### config.mk
export PLATFORM = sky130hd
export DESIGN_NAME = spi_master_arbiter
export DESIGN_NICKNAME = d
export VERILOG_FILES = /design/src/rtl/spi_master_arbiter.sv
export SDC_FILE = /design/constraint.sdc
export NUM_CORES = 1
export LEC_CHECK = 0
export ABC_CLOCK_PERIOD_IN_PS = 5500
export CAP_MARGIN = 20
export CORE_UTILIZATION = 40
export DETAILED_ROUTE_END_ITERATION = 10
export GPL_TIMING_DRIVEN = 0
export PLACE_DENSITY = 0.86
export SYNTH_ARGS = -nofsm -noshare
export SYNTH_HDL_FRONTEND = slang
export SYNTH_SLANG_ARGS = --single-unit
### constraint.sdc
create_clock -name i_sys_clk -period 5.5 [get_ports i_sys_clk]
set_input_delay 0.825 -clock i_sys_clk [delete_from_list [all_inputs] [get_ports i_sys_clk]]
set_output_delay 0.825 -clock i_sys_clk [all_outputs]
set_load 0.01 [all_outputs]
### src/rtl/spi_master_arbiter.sv
// spi_master_arbiter: round-robin sharing of one spi_master between NUM_REQ requesters.
// Optional transfer watchdog enabled by defining SPI_ARB_TIMEOUT_EN.
module spi_master_arbiter #(
  parameter int NUM_REQ = 4,
  parameter int MAX_XFER_SIZE = 32,
  parameter int TIMEOUT_CYCLES = 4096,
  localparam int XFER_CNT_WIDTH = $clog2(MAX_XFER_SIZE)
) (
  input  logic                              i_sys_clk,
  input  logic                              i_sys_rst_n,
  input  logic [NUM_REQ-1:0]                i_req_valid,
  input  logic [NUM_REQ*MAX_XFER_SIZE-1:0]  i_req_data,
  input  logic [NUM_REQ*XFER_CNT_WIDTH-1:0] i_req_size,
  output logic [NUM_REQ-1:0]                o_req_ack,
  output logic [MAX_XFER_SIZE-1:0]          o_rsp_data,
  output logic [NUM_REQ-1:0]                o_rsp_valid,
  output logic                              o_rsp_err,
  output logic                              o_busy,
  output logic [MAX_XFER_SIZE-1:0]          o_piso_data,
  output logic [XFER_CNT_WIDTH-1:0]         o_piso_xfer_size,
  output logic                              o_piso_req,
  input  logic                              i_piso_ack,
  input  logic [MAX_XFER_SIZE-1:0]          i_sipo_data,
  input  logic                              i_sipo_rdy
);
  localparam int IW = $clog2(NUM_REQ);
  typedef enum logic [1:0] {IDLE, ISSUE, WAIT_DONE, RESPOND} state_t;
  state_t state_q, state_d;
  logic [IW-1:0] grant_q, grant_d, last_grant_q, last_grant_d, sel;
  logic found;
  logic [MAX_XFER_SIZE-1:0] piso_data_q, piso_data_d, rsp_data_q, rsp_data_d;
  logic [XFER_CNT_WIDTH-1:0] piso_size_q, piso_size_d;
  logic piso_req_q, piso_req_d, busy_q, busy_d;
  logic [NUM_REQ-1:0] req_ack_q, req_ack_d, rsp_valid_q, rsp_valid_d;
`ifdef SPI_ARB_TIMEOUT_EN
  localparam int CW = $clog2(TIMEOUT_CYCLES + 1);
  logic [CW-1:0] cnt_q, cnt_d;
  logic rsp_err_q, rsp_err_d;
`endif
  // Round-robin search starting just above the previous grant.
  always_comb begin
    found = 1'b0;
    sel = last_grant_q;
    for (int i = 1; i <= NUM_REQ; i++) begin
      if (!found && i_req_valid[IW'((int'(last_grant_q) + i) % NUM_REQ)]) begin
        found = 1'b1;
        sel = IW'((int'(last_grant_q) + i) % NUM_REQ);
      end
    end
  end
  always_comb begin
    state_d = state_q;
    grant_d = grant_q;
    last_grant_d = last_grant_q;
    piso_data_d = piso_data_q;
    piso_size_d = piso_size_q;
    piso_req_d = piso_req_q;
    rsp_data_d = rsp_data_q;
    req_ack_d = '0;
    rsp_valid_d = '0;
    case (state_q)
      IDLE: if (found) begin
        state_d = ISSUE;
        grant_d = sel;
        piso_data_d = i_req_data[int'(sel)*MAX_XFER_SIZE +: MAX_XFER_SIZE];
        piso_size_d = i_req_size[int'(sel)*XFER_CNT_WIDTH +: XFER_CNT_WIDTH];
        piso_req_d = 1'b1;
        req_ack_d[sel] = 1'b1;
      end
      ISSUE: if (i_piso_ack) begin
        piso_req_d = 1'b0;
        state_d = i_sipo_rdy ? RESPOND : WAIT_DONE;
        rsp_data_d = i_sipo_rdy ? i_sipo_data : rsp_data_q;
        rsp_valid_d[grant_q] = i_sipo_rdy;
      end
      WAIT_DONE: if (i_sipo_rdy) begin
        state_d = RESPOND;
        rsp_data_d = i_sipo_data;
        rsp_valid_d[grant_q] = 1'b1;
      end
      default: begin
        last_grant_d = grant_q;
        state_d = IDLE;
      end
    endcase
`ifdef SPI_ARB_TIMEOUT_EN
    rsp_err_d = 1'b0;
    cnt_d = (state_q == ISSUE || state_q == WAIT_DONE) ? cnt_q + 1'b1 : '0;
    // A real completion on the expiry cycle wins over the watchdog.
    if ((state_q == ISSUE || state_q == WAIT_DONE) && cnt_q == CW'(TIMEOUT_CYCLES - 1) && state_d != RESPOND) begin
      state_d = RESPOND;
      piso_req_d = 1'b0;
      rsp_valid_d = '0;
      rsp_valid_d[grant_q] = 1'b1;
      rsp_err_d = 1'b1;
    end
`endif
    busy_d = state_d != IDLE;
  end
  always_ff @(posedge i_sys_clk or negedge i_sys_rst_n) begin
    if (!i_sys_rst_n) begin
      state_q <= IDLE;
      grant_q <= '0;
      last_grant_q <= IW'(NUM_REQ - 1);
      piso_data_q <= '0;
      piso_size_q <= '0;
      piso_req_q <= 1'b0;
      rsp_data_q <= '0;
      req_ack_q <= '0;
      rsp_valid_q <= '0;
      busy_q <= 1'b0;
    end else begin
      state_q <= state_d;
      grant_q <= grant_d;
      last_grant_q <= last_grant_d;
      piso_data_q <= piso_data_d;
      piso_size_q <= piso_size_d;
      piso_req_q <= piso_req_d;
      rsp_data_q <= rsp_data_d;
      req_ack_q <= req_ack_d;
      rsp_valid_q <= rsp_valid_d;
      busy_q <= busy_d;
    end
  end
`ifdef SPI_ARB_TIMEOUT_EN
  always_ff @(posedge i_sys_clk or negedge i_sys_rst_n) begin
    if (!i_sys_rst_n) begin
      cnt_q <= '0;
      rsp_err_q <= 1'b0;
    end else begin
      cnt_q <= cnt_d;
      rsp_err_q <= rsp_err_d;
    end
  end
  assign o_rsp_err = rsp_err_q;
`else
  assign o_rsp_err = 1'b0;
`endif
  assign o_req_ack = req_ack_q;
  assign o_rsp_data = rsp_data_q;
  assign o_rsp_valid = rsp_valid_q;
  assign o_busy = busy_q;
  assign o_piso_data = piso_data_q;
  assign o_piso_xfer_size = piso_size_q;
  assign o_piso_req = piso_req_q;
endmodule
======== Yosys cells after proc, flatten, opt, wreduce, memory -nomap -nowiden ========
Cells that the tools add are included.
word-level totals
  register bits after elaboration ......... 85
  input bits .............................. 188
  output and inout port bits .............. 80
  word-level logic and storage cells ...... 86
cells by class
  $add $sub $neg .......................... 4
  multipliers ............................. 1
  magnitude comparators ................... 8
  equality and inequality tests ........... 4
  shift-type cells ........................ 2
  muxes and demuxes ....................... 40
  bitwise operators ....................... 1
  reductions and logical operators ........ 16
operator list
  cell                                                                          count
  128-bit by 8-bit indexed part select with 32-bit output                       1
  32-bit 2-to-1 mux                                                             2
  32-bit one-hot mux with 2 select lines                                        1
  20-bit by 6-bit indexed part select with 5-bit output                         1
  1-bit 2-to-1 mux                                                              17
  2-bit by 4-bit less-than comparator with 1-bit output, second input constant  4
  4-bit 2-to-1 mux                                                              4
  2-bit 2-to-1 mux                                                              7
  1-bit binary-select mux with 2-bit select                                     4
  4-bit one-hot mux with 2 select lines                                         1
  2-bit by 3-bit less-than comparator with 1-bit output, second input constant  2
  2-bit one-hot mux with 3 select lines                                         1
  2-bit nonzero test                                                            3
  1-bit logical AND                                                             5
  2-bit by 3-bit multiplier with 5-bit output, second input constant            1
  2-bit by 1-bit adder with 2-bit output, second input constant                 2
  2-bit adder, second input constant                                            2
  4-bit AND                                                                     1
  1-bit demux with 2-bit select                                                 2
  2-bit by 1-bit >= comparator with 1-bit output, second input constant         2
  2-bit inequality test, second input constant                                  2
  2-bit AND reduction                                                           2
  1-bit logical NOT                                                             3
  3-bit AND reduction                                                           1
  5 further kinds                                                               5

======== Longest topological paths before layout ========
  depth after elaboration ................. 20
  mapped depth ............................ 8

======== Worst setup path before layout ========
Ideal clock, no wire load.
  path kind ............................... input to register
  start point ............................. in i_req_valid[0]
  end point ............................... reg piso_data_q[10], in the netlist o_piso_data[10]
  library setup time ...................... 0.099 ns
  arrival ................................. 2.011 ns
  required time ........................... 5.401 ns
  slack ................................... 3.390 ns
  stages on the path ...................... 7
  path buffers ............................ 2
  cell sequence ........................... or3b_1 -> o221ai_4 -> buf_6 -> buf_6 -> nand2_1 -> and3_1 -> a311oi_1
between the ends
  word-level cells in the longest chain between the ends .. 14
  elaborated cells on any way between the ends .. 28
  classes of those cells .................. shift: 1; mux: 20; reduce/logical: 7
RTL lines
  item                                                                                                   RTL line  text
  from (decl)                                                                                            11        input logic [NUM_REQ-1:0] i_req_valid,
  1-bit binary-select mux with 2-bit select                                                              45        if (!found && i_req_valid[IW'((int'(last_grant_q) + i) % NUM_REQ)]) begin
  1-bit 2-to-1 mux (not written as such) (2 in a row)                                                    45
  1-bit 2-to-1 mux                                                                                       45
  1-bit logical NOT                                                                                      45
  1-bit logical AND                                                                                      45
  1-bit 2-to-1 mux                                                                                       45
  1-bit logical NOT                                                                                      45
  1-bit logical AND                                                                                      45
  1-bit 2-to-1 mux                                                                                       45
  1-bit logical NOT                                                                                      45
  1-bit logical AND                                                                                      45
  2-bit 2-to-1 mux / 1-bit 2-to-1 mux (equally long branches)                                            45
  128-bit by 8-bit indexed part select with 32-bit output / 2-bit AND reduction (equally long branches)  --
  to (signal assigned)                                                                                   116       piso_data_q <= piso_data_d;
  to (decl)                                                                                              31        logic [MAX_XFER_SIZE-1:0] piso_data_q, piso_data_d, rsp_data_q, rsp_data_d;
Parallel ways exist; a longest one is shown, timed or not. The select of a mux whose other input is x is not followed.
A chain may end at the register's enable or synchronous reset.

======== Worst setup path in the final report ========
  start point ............................. in i_req_valid[1]
  end point ............................... reg piso_data_q[6], in the netlist o_piso_data[6]
Same word-level chain as after synthesis.

==> out/results.ini <==
[sta]
max_freq_mhz = 344
min_period_ns = 2.90
fin_tns_setup_ns = 0
finalClockSkew_ns = 0.0122
finalHoldViolCount = 0
worst_pin_slew_ns = 0.741
slew_violations = 0
rsz0062_at_grt = false
slew_headroom_pct = 50.2
setup_violations = 0
finalCritPeriodShare_pct = 52.8

[global_routing]
grt_start_max_net_pins = 58
grt_pass1_wl_um = 24300
grt_overflow = 0
grt_pass1_vias = 4771
antenna_found_initial = 0
track_usage_pct = 28.3

[worst_setup_path]
end_kind = register
crit_path_top_delay_cell = nor4_1
r2r_start = state_q[1]
path_class = in -> reg
path_cells = clkdlybuf4s50_1 > nor4_1 > nand2b_1 > nor4_1 > clkbuf_1 > a311oi_1
critPathLaunchType = input port
cp-startpoint = i_req_valid[1]
crit_top_cell = nor4_1
cp_max_fo = 10
critPathMaxStageDelay_ns = 0.69
critPathRequiredTime_ns = 5.70
worst_ep_arrival_time_ns = 3.11

[layout]
drive_gt1_share_pct = 10.1
area_growth_pct = 70.6
multi_input_area_sq_um = 2030
nets = 949
diodes = 0
regArea_sq_um = 2130
n_fill_cell = 761

[job]
drv_cap = 0

[detailed_routing]
num_vias = 4672
wl_per_cell_um = 17.8
drc = 0
antenna_left = 0
drtIter0Drc = 362
wl_um = 15900
post_drt_via_cell_ratio = 5.21
drt-pass1-iter-count = 6

[placed_design]
dpl.hpwl_um = 12500
place_congestion = 0.897
io_buffers = 266

[power_and_ir_drop]
vdd_drop_max_mv = 0.221
power.leakage_nw = 3.24
total_power_mw = 3.65
power_density_nw_per_um2 = 493

[clock_network]
root_buffer = clkbuf_8
cts.sinks = 85
clock_latency_ns = 0.37
postCtsSetupBuffers = 0
cts_buffer_depth = 2
cts_max_level = 3
clkTransAtPathRegs_ns = 0.10
cts.repair.resized = 0
cts_made_buffers = 9
cts_tree = done
postCtsHoldBufs = 0

[floorplan]
rows = 37
coreArea_sq_um = 10400
initial_core_util_pct = 41.7
io_pins = 268
die_y_um = 106
die_area_sq_um = 11300
die_w_um = 106

[logic_synthesis]
synth_top_cells_by_count = nand2_1 (156), dfrtp_1 (83), nor2_1 (49), and3_1 (38), a311oi_1 (37)
synthCells = 478
yosysMostFrequentCell = nand2_1
yosys.area.top_type = dfrtp_1
async_flop_share_pct = 100
yosysSeqAreaShare_pct = 49.0
yosys_most_used_dff = dfrtp_1
yosysWarningCount = 0
netlist.area_leader.share_pct = 47.8
syn-cell-area_sq_um = 4340
synth_seq_cells = 85
syn_avg_cell_area_sq_um = 9.08
synth-edff-count = 0
synth_area_leaders = dfrtp_1 (48%), nand2_1 (13%), mux2_2 (8.6%), a311oi_1 (7.5%), and3_1 (5.5%)
synth_cell_type_count = 31
syn_nets = 671

[status]
status = complete, no violations

[hold_path]
min_path_type = in -> async

[path summary, 6_finish.rpt]
check	cells past startpoint	endpoint	slack, ns
worst max-delay path	6	o_piso_data[6]	2.60
worst min-delay path	1	o_busy	0.38
worst max register to register	7	o_piso_data[10]	2.90
worst min register to register	1	o_rsp_data[0]	0.51
max in group asynchronous	2	o_rsp_data[19]	4.51
min in group i_sys_clk	1	o_rsp_data[0]	0.51
[cell type report]
class / count / share of cell area, %
Timing Repair Buffer: 267 / 36.3
Inverter: 6 / 0.304
Tap cell: 136 / 2.30
Multi-Input combinational cell: 354 / 27.4
Clock buffer: 10 / 1.86
Buffer: 33 / 2.20
Clock inverter: 6 / 0.946
Sequential cell: 85 / 28.7
[cells in the final DEF (no fill, tap or decap), types with 3 or more instances in the layout]
cell               n
a21oi_1            4
a311oi_1          37
and2_1             5
and3_1            38
buf_2             16
clkbuf_1          14
clkbuf_8          10
clkdlybuf4s50_1  265
dfrtp_1           83
ha_1               5
inv_1              5
mux2_2            33
nand2_1          156
nand2b_1           3
nor2_1            49
nor2b_1            4
nor4_1             3
o21ai_0            3
[metal layers]
| layer | track usage, % | vias to the layer above | routed length (um) |
|---|---|---|---|
| met5 | 0 | - | 0 |
| met4 | 11.8 | 0 | 423 |
| met3 | 7.97 | 34 | 1510 |
| met2 | 51.2 | 254 | 8080 |
| met1 | 30.7 | 2210 | 5940 |
| li1 | - | 2174 | - |
[flip-flops by register name, summed over array words and instances, names as in the netlist]
| name | flops |
|---|---|
| o_req_ack | 4 |
| grant_q | 2 |
| o_piso_req | 1 |
| o_piso_xfer_size | 5 |
| o_rsp_valid | 4 |
| o_busy | 1 |
| state_q | 2 |
| o_rsp_data | 32 |
| o_piso_data | 32 |
| last_grant_q | 2 |
[per-stage QoR]
stage	setup WS [ns]	area (sq um)	std cells	util (%)	hold slack (ns)
2_1_floorplan	3.39	4340	478	-	0.468
3_3_place_gp	0.606	7170	880	68.9	0.485
3_5_place_dp	2.22	7200	881	69.1	0.491
4_1_cts	2.57	7410	897	71.1	0.380
5_1_grt	2.44	7410	897	71.1	0.395
6_report	2.60	7410	897	71.1	0.379
[cells by family after synthesis]
group                      Yosys count  share of synthesized area, %
DFF                                 85                          49.0
muxes                               35                          9.25
other                                1                        0.0864
buffers and inverters               39                          4.27
adders and majority gates            5                          1.44
AOI/OAI and AO/OA                   53                          10.2
and+or+nand+nor                    260                          25.7
[power breakdown]
part           internal, mW  switching [mW]  total (mW)  leakage, nW
Clock                 0.227           0.246       0.472        0.107
Combinational          1.06            1.00        2.06         2.14
Sequential            0.939           0.174        1.11        0.993
Total                  2.23            1.42        3.65         3.24
[critical path, delay by kind of cell]
family	cells	cell delay (ns)
compound gates	1	0.18
buf+inv	2	1.04
simple gates	3	1.05
(Power assumes the default switching activity.)
